===== config.mk =====
export PLATFORM = sky130hd
export DESIGN_NAME = fetch_ctrl
export DESIGN_NICKNAME = d
export VERILOG_FILES = /design/src/rtl/fetch_pkg.sv /design/src/rtl/fetch_buf2.sv /design/src/rtl/fetch_ctrl.sv
export SDC_FILE = /design/constraint.sdc
export NUM_CORES = 1
export LEC_CHECK = 0
export ABC_AREA = 0
export BUFFER_PORTS_ARGS = -buffer_cell sky130_fd_sc_hd__buf_2
export CAP_MARGIN = 10
export CORE_MARGIN = 4
export CORE_UTILIZATION = 55
export DETAILED_ROUTE_END_ITERATION = 8
export GPL_TIMING_DRIVEN = 0
export HOLD_SLACK_MARGIN = 0.15
export PLACE_DENSITY = 0.81
export SYNTH_ARGS = -nofsm -noshare
export SYNTH_HDL_FRONTEND = slang
export SYNTH_SLANG_ARGS = --single-unit

===== constraint.sdc =====
create_clock -name clk -period 3 [get_ports clk]
set_input_delay 0.6 -clock clk [delete_from_list [all_inputs] [get_ports clk]]
set_output_delay 0.6 -clock clk [all_outputs]
set_load 0.01 [all_outputs]

===== src/rtl/fetch_pkg.sv =====
// Shared types for the instruction-fetch slice: FSM state, buffered fetch entry, opcode field bounds.
// No logic; no latency; no backpressure.
// Imported by fetch_ctrl and fetch_buf2.
package fetch_pkg;

    typedef enum logic [1:0] {
        IDLE = 2'd0,
        RUN  = 2'd1,
        HALT = 2'd2
    } fetch_state_t;

    typedef struct packed {
        logic [31:0] inst;
        logic [31:0] pc;
    } fetch_entry_t;

    localparam int OPCODE_MSB = 31;
    localparam int OPCODE_LSB = 26;

endpackage


===== src/rtl/fetch_buf2.sv =====
// Two-entry FIFO of fetched {inst, pc}; head is read straight from storage.
// Latency: a push is visible at the head one cycle later.
// Backpressure: caller pushes only when count<2 or popping; flush empties it in one cycle.
module fetch_buf2
    import fetch_pkg::*;
(
    input  logic         clk,
    input  logic         rst_n,
    input  logic         push,
    input  logic         pop,
    input  logic         flush,
    input  fetch_entry_t din,
    output logic [1:0]   count,
    output fetch_entry_t head
);

    fetch_entry_t slot [2];
    logic         rd_ptr;
    logic         wr_ptr;

    assign head = slot[rd_ptr];

    always_ff @(posedge clk or negedge rst_n) begin
        if (!rst_n) begin
            slot[0] <= '0;
            slot[1] <= '0;
            rd_ptr  <= 1'b0;
            wr_ptr  <= 1'b0;
            count   <= 2'd0;
        end else if (flush) begin
            rd_ptr <= 1'b0;
            wr_ptr <= 1'b0;
            count  <= 2'd0;
        end else begin
            // When full with a pop, wr_ptr==rd_ptr: the head is read this cycle and overwritten at the edge.
            if (push) begin
                slot[wr_ptr] <= din;
                wr_ptr       <= ~wr_ptr;
            end
            if (pop) rd_ptr <= ~rd_ptr;
            case ({push, pop})
                2'b10:   count <= count + 2'd1;
                2'b01:   count <= count - 2'd1;
                default: count <= count;
            endcase
        end
    end

endmodule


===== src/rtl/fetch_ctrl.sv =====
// Instruction-fetch sequencer: owns the PC, reads a combinational imem, buffers two words for decode.
// Latency: first fetch the cycle after start is sampled; inst_valid one cycle after each fetch.
// Backpressure: fetch stalls (pc and im_addr held) while the buffer is full and decode is not accepting.
module fetch_ctrl
    import fetch_pkg::*;
#(
    parameter logic [31:0] RESET_PC = 32'h0000_0000,
    parameter int          IM_AW    = 8,
    parameter logic [5:0]  HALT_OP  = 6'h3F
) (
    input  logic             clk,
    input  logic             rst_n,
    input  logic             start,
    output logic [IM_AW-1:0] im_addr,
    input  logic [31:0]      im_rdata,
    input  logic             redirect_valid,
    input  logic [31:0]      redirect_pc,
    output logic             inst_valid,
    output logic [31:0]      inst,
    output logic [31:0]      inst_pc,
    input  logic             inst_ready,
    output logic [31:0]      fetch_pc,
    output logic             halted,
    output logic             busy
);

    fetch_state_t state, state_nxt;
    logic [31:0]  pc;
    logic [1:0]   count;
    logic         push;
    logic         pop;
    logic         is_halt;
    logic [31:0]  redirect_target;
    fetch_entry_t head;

    assign im_addr         = pc[IM_AW+1:2];
    assign fetch_pc        = pc;
    assign redirect_target = redirect_pc & ~32'h3;
    assign is_halt         = (im_rdata[OPCODE_MSB:OPCODE_LSB] == HALT_OP);

    // inst_valid comes only from registered count, so no combinational ready-through.
    assign inst_valid = (count != 2'd0);
    assign inst       = head.inst;
    assign inst_pc    = head.pc;

    always_ff @(posedge clk or negedge rst_n) begin
        if (!rst_n) state <= IDLE;
        else        state <= state_nxt;
    end

    always_comb begin
        state_nxt = state;
        case (state)
            IDLE:    if (start) state_nxt = RUN;
            RUN:     if (push && is_halt) state_nxt = HALT;
            HALT:    if (redirect_valid) state_nxt = RUN;
            default: state_nxt = IDLE;
        endcase
    end

    always_comb begin
        busy   = (state == RUN);
        halted = (state == HALT);
        pop    = inst_valid && inst_ready;
        push   = (state == RUN) && !redirect_valid && ((count != 2'd2) || pop);
    end

    always_ff @(posedge clk or negedge rst_n) begin
        if (!rst_n)              pc <= RESET_PC;
        else if (redirect_valid) pc <= redirect_target;
        else if (push)           pc <= pc + 32'd4;
    end

    fetch_buf2 u_buf (
        .clk   (clk),
        .rst_n (rst_n),
        .push  (push),
        .pop   (pop),
        .flush (redirect_valid),
        .din   ('{inst: im_rdata, pc: pc}),
        .count (count),
        .head  (head)
    );

endmodule


==> metrics, run 1 <==
drt pass-1 iters 5; Synth area leader dfrtp_1; RePlAce Congestion 0.815; WL/cell 19.5 um; Mapped Area 7890 sq um; PostCTS Resize Cnt 0; worst-case clock buffer depth 2; crit path max fanout 10; Worst-Skew Late Latency 0.42 ns; Slew @ Worst Pin 0.779 ns; gr ovfl total 0; mean post-synth cell area 13.5 sq um; PwrDens 739 nW/um^2; io pins 176; CTS H-Tree Depth 4; worst hold-check path type in -> async; Num CTS Buffers 17; flop2flop setup slack 0.74 ns; dpl ws 0.487 ns; end of the worst register-to-register path fetch_pc[30]; FF-to-FF Start fetch_pc[2]; Pleak 4.34 nW; DRT iter0 DRCs 373; P&R area growth vs syn 21.4%; initial core utilization 56.6%; GRT Total Usage 23.8%; Final min period 2.90 ns; WP data arrival 2.30 ns; Rows 43; final setup margin 0.0968 ns; worst path required time 2.40 ns; Die Span X 128 um; cells after synthesis 585; RSZ-0062 raised after global routing false; Area contributors post-synth dfrtp_1, mux2_2, mux2_4; TritonCTS clock tree done; remaining antenna violation count 0; number of port buffers 168; vias in the first global route 6008; vias 5548; drt via density 5.73; clock slew at reported path FFs 0.06 ns; Synth top area share 50.8%; CP Launch Type flop; highest clock rate 344 MHz; total core area 13900 sq um; Reg2Reg Depth 6; Hold Violations, Final 0; asr flop ratio synth 100%; wire length of the first global-routing pass 30800 um; Residual DRC 0; die area 16300 sq um; register area 4000 sq um; final core occ 68.7%; Hold Buf Count CTS 0; Post-DP HPWL 13300 um; share of cells above drive strength 1 53.9%; Worst Setup End Kind output port; largest net degree at the start of global routing 85; Rel. slew slack 48.0%; final setup violating endpoints 0; flip-flop and latch count after synthesis 160; number of cells after detailed placement 937; fin crit share 96.8%; Seq/Total Area, Yosys 50.8%; yosys warns 0; peak supply drop 0.405 mV; Max Cap Viol 0; Root Driver clkbuf_16; clock sink count 160; EDFF count, synth 0; Crit Path Class reg -> out; Clock Skew 0.0100 ns; Distinct cells, synth 47; Non-Filler Instances 968; Final Max Tran Viols 0; initial antenna violation count 0; ys flop type dfrtp_1; n_diodes 0; number of fill cells 1021; outcome complete, no violations; # Post-CTS Setup Buffers 0; Final #Nets 846; multi-input logic area 3460 sq um; Die Ht 128 um; final wirelength 18900 um
synthesized netlist by cell type, types with 2 or more instances:
library cell,number
a31oi_1,17
and3_1,4
and4_1,4
buf_12,6
buf_2,2
buf_4,16
buf_6,8
clkbuf_1,14
clkbuf_2,2
dfrtp_1,160
inv_1,7
mux2_2,126
mux2_4,60
nand2_1,23
nand2b_1,2
nand3_1,17
nand4_1,8
nor2_1,21
nor3_1,3
nor3b_1,2
o211ai_1,5
o21ai_0,17
o31ai_1,10
or3_1,6
or4_1,15
xnor2_1,4
xor2_1,6
power by group:
| part | switching (mW) | internal, mW | total (mW) |
|---|---|---|---|
| sequential | 0.347 | 2.69 | 3.03 |
| clock | 0.820 | 1.29 | 2.11 |
| combinational | 0.796 | 1.14 | 1.93 |
| total | 1.96 | 5.11 | 7.07 |
registers in the layout (all words and copies together) (netlist names):
signal / cells
u_buf.rd_ptr: 1
u_buf.count: 2
u_buf.wr_ptr: 1
fetch_pc: 30
state: 2
u_buf.slot: 124
routing by layer:
| layer | part of all wire (%) | track usage, % | vias to the layer above |
|---|---|---|---|
| li1 | - | - | 2506 |
| met1 | 40 | 29.8 | 2794 |
| met2 | 51 | 39.5 | 210 |
| met3 | 6.8 | 5.54 | 38 |
| met4 | 2.3 | 10.4 | 0 |
| met5 | 0 | 0 | - |
cell families after synthesis:
group | Yosys count | synth area share (%)
and+or+nand+nor | 118 | 8.66
xor gates and xnor gates | 10 | 1.11
DFF | 160 | 50.8
other | 1 | 0.0476
muxes | 187 | 29.5
buffers and inverters | 55 | 5.44
AOI/OAI and AO/OA | 53 | 4.25
adders and majority gates | 1 | 0.159
how the worst max path moves through the flow:
stage,startpoint,end,slack [ns],cells past startpoint
2_1_floorplan,inst_ready,u_buf.slot[10],1.04,7
3_3_place_gp,rst_n,u_buf.slot[24],-0.87,1
3_5_place_dp,u_buf.rd_ptr,inst_pc[11],0.49,4
4_1_cts,u_buf.rd_ptr,inst_pc[11],0.03,4
5_1_grt,u_buf.rd_ptr,inst_pc[23],0.01,4
6_report,u_buf.rd_ptr,inst_pc[12],0.1,4
through the flow:
stage               hold slack (ns)  setup TNS, ns  total power [mW]  instance area (sq um)
global placement              0.485        -138.42              4.88                   8960
floorplan                     0.304              0              4.31                   7900
global route                  0.273              0              7.41                   9580
detailed placement            0.490              0              5.00                   9000
CTS                           0.257              0              7.12                   9580
finish                        0.227              0              7.07                   9580
worst max-delay path, cell delays in order, from the launching register on:
cell and delay, ns:
dfrtp_1 0.32, clkbuf_1 0.42, clkbuf_1 0.59, mux2_2 0.41, buf_2 0.14
layout by cell type, fill, tap and decap left out, types with 6 or more instances in the layout:
master and instances:
o21ai_0 17, mux2_2 126, clkbuf_1 16, nand2_1 23, a31oi_1 17, buf_12 6, or3_1 6, buf_6 9
or4_1 15, buf_2 169, mux2_4 60, nand3_1 17, clkbuf_8 7, xor2_1 6, nand4_1 8, buf_4 16
clkbuf_16 17, dfrtp_1 160, o31ai_1 10, inv_1 7, nor2_1 21
layout make-up:
class	count	share of cell area (%)
plain buffers	48	4.21
inverters	7	0.274
repair buffers	169	9.13
clock inverters	5	0.523
well taps	180	2.35
clock buffers	26	5.53
multi-input cells	373	36.2
flip-flops and latches	160	41.8
(Power assumes the default switching activity.)
==> run 2: changes to the inputs <==
--- a/config.mk
+++ b/config.mk
@@ -16,4 +16,5 @@
 export PLACE_DENSITY = 0.81
 export SYNTH_ARGS = -nofsm -noshare
 export SYNTH_HDL_FRONTEND = slang
+export SYNTH_HIERARCHICAL = 1
 export SYNTH_SLANG_ARGS = --single-unit
==> metrics, run 2 <==
outcome complete, no violations; peak supply drop 0.525 mV (+30%); Worst Setup SP fetch_pc[2]; Top reg by flops u_buf/slot; fin crit share 89.0% (-7.7 points); Residual DRC 0 (unchanged); asr flop ratio synth 100% (unchanged); highest clock rate 374 MHz (+8.7%); n_diodes 0 (unchanged); TritonCTS clock tree done; CP Launch Type flop; wire length of the first global-routing pass 30000 um (-2.5%); P_int 6.66 mW (+30%); io pins 176 (unchanged); initial core utilization 56.8% (+0.26 points); flip-flop and latch count after synthesis 164 (+2.5%); Crit Path Class reg -> reg; Mapped Area 7980 sq um (+1.2%); Non-Filler Instances 965 (-0.31%); Pleak 4.54 nW (+4.6%); most frequent cells in the layout buf_2, dfrtp_1, mux2_2, mux2_4, nand2_1; Area contributors post-synth dfrtp_1, mux2_2, mux2_4; number of cells after detailed placement 933 (-0.43%); Post-synth top cells dfrtp_1, mux2_2, mux2_4; final core occ 69.2% (+0.52 points); commonest non-fill, non-tap cell in the layout buf_2; Distinct cells, synth 47 (unchanged); Die Ht 128 um (+0.58%); drt via density 5.60 (-2.2%); Cell Chain, Critical Path ha_1 -> nand4_1 -> nor4_1 -> nand4_1 -> xnor2_1 -> mux2_2; worst path required time 3.31 ns (+0.91 ns); RePlAce Congestion 0.810 (-0.65%); Worst-Skew Late Latency 0.43 ns (about the same); final setup violating endpoints 0 (unchanged); DRT iter0 DRCs 308 (-17%); WP data arrival 2.98 ns (+0.68 ns); initial antenna violation count 0 (unchanged); Slowest cell on crit path nor4_1; vias 5408 (-2.5%); Hold WS 0.184 ns (-0.0431 ns); Hold Buf Count CTS 0 (unchanged); number of fill cells 1013 (-0.78%); PwrDens 998 nW/um^2 (+35%); cells after synthesis 576 (-1.5%); GRT Total Usage 23.3% (-0.44 points); setup_tns 0 ns (unchanged); most frequent CP cell nand4_1; Gate power share 38.4% (+11 points); worst hold-check path type in -> async; top-count cell post-synth dfrtp_1; # Post-CTS Setup Buffers 0 (unchanged); Worst Setup End Kind flop; crit path max fanout 8 (-2); crit-path max cell delay 0.89 ns (+0.30 ns); Num CTS Buffers 17 (unchanged); Synth area leader dfrtp_1; Seq/Total Area, Yosys 51.4% (+0.63 points); Final #Nets 842 (-0.47%); Synth top area share 51.4% (+0.63 points); clock sink count 164 (+2.5%); WL/cell 19.3 um (-1.3%); total core area 14000 sq um (+0.77%); FF-to-FF Start fetch_pc[2]; largest net degree at the start of global routing 90 (+5.9%); die area 16500 sq um (+1.2%); yosys warns 6 (+6); PostCTS Resize Cnt 0 (unchanged); Power, Total 9.70 mW (+37%); worst-case clock buffer depth 2 (unchanged); number of port buffers 171 (+1.8%); Die Span X 128 um (+0.58%); Max Cap Viol 0 (unchanged); Sw Ratio 31.4% (+3.6 points); EDFF count, synth 0 (unchanged); share of cells above drive strength 1 56.1% (+2.1 points); max FFs per register 128 (+3.2%); vias in the first global route 5716 (-4.9%); P&R area growth vs syn 21.8%; CTS H-Tree Depth 4 (unchanged); Clk network pwr share 23.1% (-6.7 points); Flop pwr share 38.5% (-4.4 points); gr ovfl total 0 (unchanged); flop2flop setup slack 0.33 ns (-0.41 ns); Final min period 2.67 ns (-0.232 ns); Slew @ Worst Pin 0.998 ns (+0.218 ns); clock slew at reported path FFs 0.06 ns (about the same); Hold Violations, Final 0 (unchanged); Post-DP HPWL 13300 um (about the same); mean post-synth cell area 13.9 sq um (+2.8%); Final Max Tran Viols 0 (unchanged); final wirelength 18600 um (-1.6%); Rel. slew slack 32.9% (-15 points); RSZ-0062 raised after global routing false; ys flop type dfrtp_1; remaining antenna violation count 0 (unchanged); drt pass-1 iters 4 (-1); Net Switching 3.04 mW (+55%); Clock Skew 0.00909 ns (-0.000909 ns); Rows 43 (unchanged); Root Driver clkbuf_16
## run 2: power by group through the flow
stage | Sequential (mW) | Clock (mW) | Combinational, mW
3_5_place_dp | 3.75 | 0 | 3.77
3_3_place_gp | 3.65 | 0 | 3.65
2_1_floorplan | 3.57 | 0 | 2.65
4_1_cts | 3.72 | 2.29 | 3.78
6_report | 3.73 | 2.24 | 3.73
5_1_grt | 3.84 | 2.39 | 4.01
## run 2: critical path: cells and delay by family, from the launching register on
family                   cells  cell delay [ns]
XOR/XNOR                     1             0.17
adder cells (fa/ha/maj)      1             0.26
AND/OR/NAND/NOR              3             1.35
multiplexers                 1             0.27
flip-flops                   1             0.50
## run 2: path summary, 6_finish.rpt
| path | cells after the start | end |
|---|---|---|
| max in group asynchronous | 2 | fetch_pc[20] |
| max | 6 | fetch_pc[24] |
| max reg2reg | 6 | fetch_pc[24] |
| min reg2reg | 1 | u_buf/slot[30] |
| min in group clk | 3 | fetch_pc[4] |
| min | 1 | u_buf/slot[117] |
## run 2: metrics by stage
step / setup slack [ns] / instance area [sq um]
2_1_floorplan: 0.383 / 8000
4_1_cts: 0.350 / 9720
3_3_place_gp: -0.981 / 9080
3_5_place_dp: -0.0329 / 9120
6_report: 0.329 / 9720
5_1_grt: 0.183 / 9720
## run 2: final cells by class
class                           instances  area [sq um]  area share, %
Clock buffer                           18           429           4.41
Sequential cell                       164          4100           42.2
Clock inverter                         14           178           1.83
Timing Repair Buffer                  172           890           9.15
Tap cell                              180           225           2.32
Buffer                                 38           354           3.64
Inverter                                5          21.3          0.219
Multi-Input combinational cell        374          3520           36.2
## run 2: cells by family (layout without fill, tap and decap cells)
logic type               after synthesis  count (layout)  synth area share [%]
multiplexers                         197             197                  30.6
flip-flops                           164             164                  51.4
AND/OR/NAND/NOR                      114             114                  7.95
buffers and inverters                 43             247                  4.70
AO/OA/AOI/OAI                         36              36                  2.96
XOR/XNOR                              20              20                  2.19
adder cells (fa/ha/maj)                1               1                 0.157
other                                  1               6                0.0470
## run 2: routing by layer
| layer | vias to the layer above | GRT usage, % | routed length, um | part of all wire (%) |
|---|---|---|---|---|
| met5 | - | 0 | 0 | 0 |
| met4 | 0 | 8.55 | 422 | 2.3 |
| met3 | 37 | 6.02 | 1180 | 6.4 |
| met2 | 169 | 37.9 | 9450 | 51 |
| met1 | 2747 | 30.4 | 7540 | 41 |
| li1 | 2455 | - | - | - |
==> run 3: changes to the inputs <==
--- a/config.mk
+++ b/config.mk
@@ -6,14 +6,15 @@
 export NUM_CORES = 1
 export LEC_CHECK = 0
 export ABC_AREA = 0
-export BUFFER_PORTS_ARGS = -buffer_cell sky130_fd_sc_hd__buf_2
+export BUFFER_PORTS_ARGS = -buffer_cell sky130_fd_sc_hd__buf_4
 export CAP_MARGIN = 10
 export CORE_MARGIN = 4
 export CORE_UTILIZATION = 55
+export CTS_BUF_LIST = sky130_fd_sc_hd__clkbuf_8
 export DETAILED_ROUTE_END_ITERATION = 8
 export GPL_TIMING_DRIVEN = 0
 export HOLD_SLACK_MARGIN = 0.15
-export PLACE_DENSITY = 0.81
+export PLACE_DENSITY = 0.87
 export SYNTH_ARGS = -nofsm -noshare
 export SYNTH_HDL_FRONTEND = slang
 export SYNTH_HIERARCHICAL = 1
==> metrics, run 3 (synthesized netlist as in run 2, its figures left out) <==
commonest non-fill, non-tap cell in the layout buf_4; crit path max fanout 14 (+6); Slew @ Worst Pin 0.899 ns (-0.0991 ns); outcome complete, no violations; Die Ht 128 um (unchanged); remaining antenna violation count 0 (unchanged); highest clock rate 377 MHz (+0.78%); P&R area growth vs syn 25.3%; largest net degree at the start of global routing 84 (-6.7%); Slowest cell on crit path nor3b_1; io pins 176 (unchanged); worst hold-check path type in -> async; worst-case clock buffer depth 2 (unchanged); Top delay family on crit path simple AND/OR/NAND/NOR gates; final setup violating endpoints 0 (unchanged); Worst-Skew Late Latency 0.45 ns (+0.02 ns); clock slew at reported path FFs 0.08 ns (+0.02 ns); worst path required time 3.34 ns (+0.03 ns); final setup margin 0.349 ns (+0.0206 ns); Worst Setup End Kind flop; peak supply drop 0.624 mV (+19%); RSZ-0062 raised after global routing false; GRT Total Usage 24.4% (+1.0 points); vias in the first global route 6005 (+5.1%); most frequent cells in the layout buf_4, dfrtp_1, mux2_2, mux2_4, nand2_1; setup_tns 0 ns (unchanged); Top reg by flops u_buf/slot; Rows 43 (unchanged); max FFs per register 128 (unchanged); gr ovfl total 0 (unchanged); most frequent CP cell buf_4; Hold WS 0.178 ns (-0.00584 ns); drt pass-1 iters 5 (+1); Residual DRC 0 (unchanged); drt via density 5.70 (+1.8%); Post-DP HPWL 13900 um (+4.6%); dpl ws -0.00123 ns (+0.0317 ns); initial antenna violation count 0 (unchanged); multi-input logic area 3520 sq um (unchanged); share of cells above drive strength 1 55.9% (-0.13 points); die area 16500 sq um (unchanged); WP data arrival 2.99 ns (about the same); Non-Filler Instances 965 (unchanged); Crit Path Class reg -> reg; total core area 14000 sq um (unchanged); wire length of the first global-routing pass 31400 um (+4.5%); Clock Skew 0.00961 ns (+0.000521 ns); initial core utilization 56.8% (unchanged); fin crit share 88.4% (-0.69 points); PwrDens 975 nW/um^2 (-2.3%); final wirelength 19500 um (+5.0%); CP Launch Type flop; number of port buffers 171 (unchanged); number of cells after detailed placement 933 (unchanged); vias 5503 (+1.8%); Num CTS Buffers 17 (unchanged); PostCTS Resize Cnt 0 (unchanged); crit path buf inv count 4 (+4); number of fill cells 955 (-5.7%); Cell Chain, Critical Path nor3b_1 -> or2_2 -> buf_4 -> inv_4 -> nand3b_1 -> buf_4 -> buf_6 -> mux2_2; RePlAce Congestion 0.830 (+2.5%); # Post-CTS Setup Buffers 0 (unchanged); Rel. slew slack 39.5% (+6.7 points); Final #Nets 842 (unchanged); DRT iter0 DRCs 344 (+12%); Pleak 4.62 nW (+1.7%); Max Cap Viol 0 (unchanged); Final Max Tran Viols 0 (unchanged); Hold Violations, Final 0 (unchanged); n_diodes 0 (unchanged); TritonCTS clock tree done; Root Driver clkbuf_8; clock sink count 164 (unchanged); flop2flop setup slack 0.35 ns (+0.02 ns); crit-path max cell delay 0.68 ns (-0.21 ns); Hold Buf Count CTS 0 (unchanged); register area 4100 sq um (unchanged); Die Span X 128 um (unchanged); WL/cell 20.2 um (+5.0%); Final min period 2.65 ns (-0.0206 ns); CTS H-Tree Depth 4 (unchanged)
-- run 3: changes by cell type in the layout (fill, tap and decap cells not counted), moves of 2 or more --
cell	change
inv_1	+2
clkbuf_8	+18
bufinv_16	+2
buf_2	-170
buf_4	+170
inv_6	-3
clkbuf_16	-17
-- run 3: layer usage --
metal,vias up,GRT usage [%],part of all wire (%)
li1,2459,-,-
met1,2814,30.8,41
met2,196,40.4,51
met3,34,5.94,5.9
met4,0,9.93,2.1
met5,-,0,0
-- run 3: worst paths after layout --
kind / start / endpoint / depth (start not counted)
hold reg to reg: u_buf/slot[9] / u_buf/slot[9] / 1
hold / removal: rst_n / u_buf/slot[46] / 1
max in group asynchronous: rst_n / fetch_pc[13] / 2
min in group clk: redirect_pc[9] / fetch_pc[9] / 3
setup / recovery: u_buf/count[0] / u_buf/slot[4] / 8
setup reg to reg: u_buf/count[0] / u_buf/slot[4] / 8
-- run 3: cell type report --
class                           count  area share, %
Multi-Input combinational cell    374           35.2
Tap cell                          180           2.25
Sequential cell                   164           41.0
Buffer                             38           3.54
Inverter                            5          0.213
Clock buffer                       18           2.48
Timing Repair Buffer              172           13.1
Clock inverter                     14           2.11
-- run 3: metrics by stage --
stage	total power, mW	area, sq um	utilization [%]
2_1_floorplan	6.22	8000	-
3_3_place_gp	7.72	9510	67.7
3_5_place_dp	7.95	9540	67.9
4_1_cts	9.82	10000	71.2
5_1_grt	10.3	10000	71.2
6_report	9.75	10000	71.2
-- run 3: where the power goes --
part           total, mW  internal [mW]  switching (mW)
clock               1.82           1.01           0.810
sequential          3.75           3.15           0.605
combinational       4.18           2.56            1.61
total               9.75           6.72            3.03
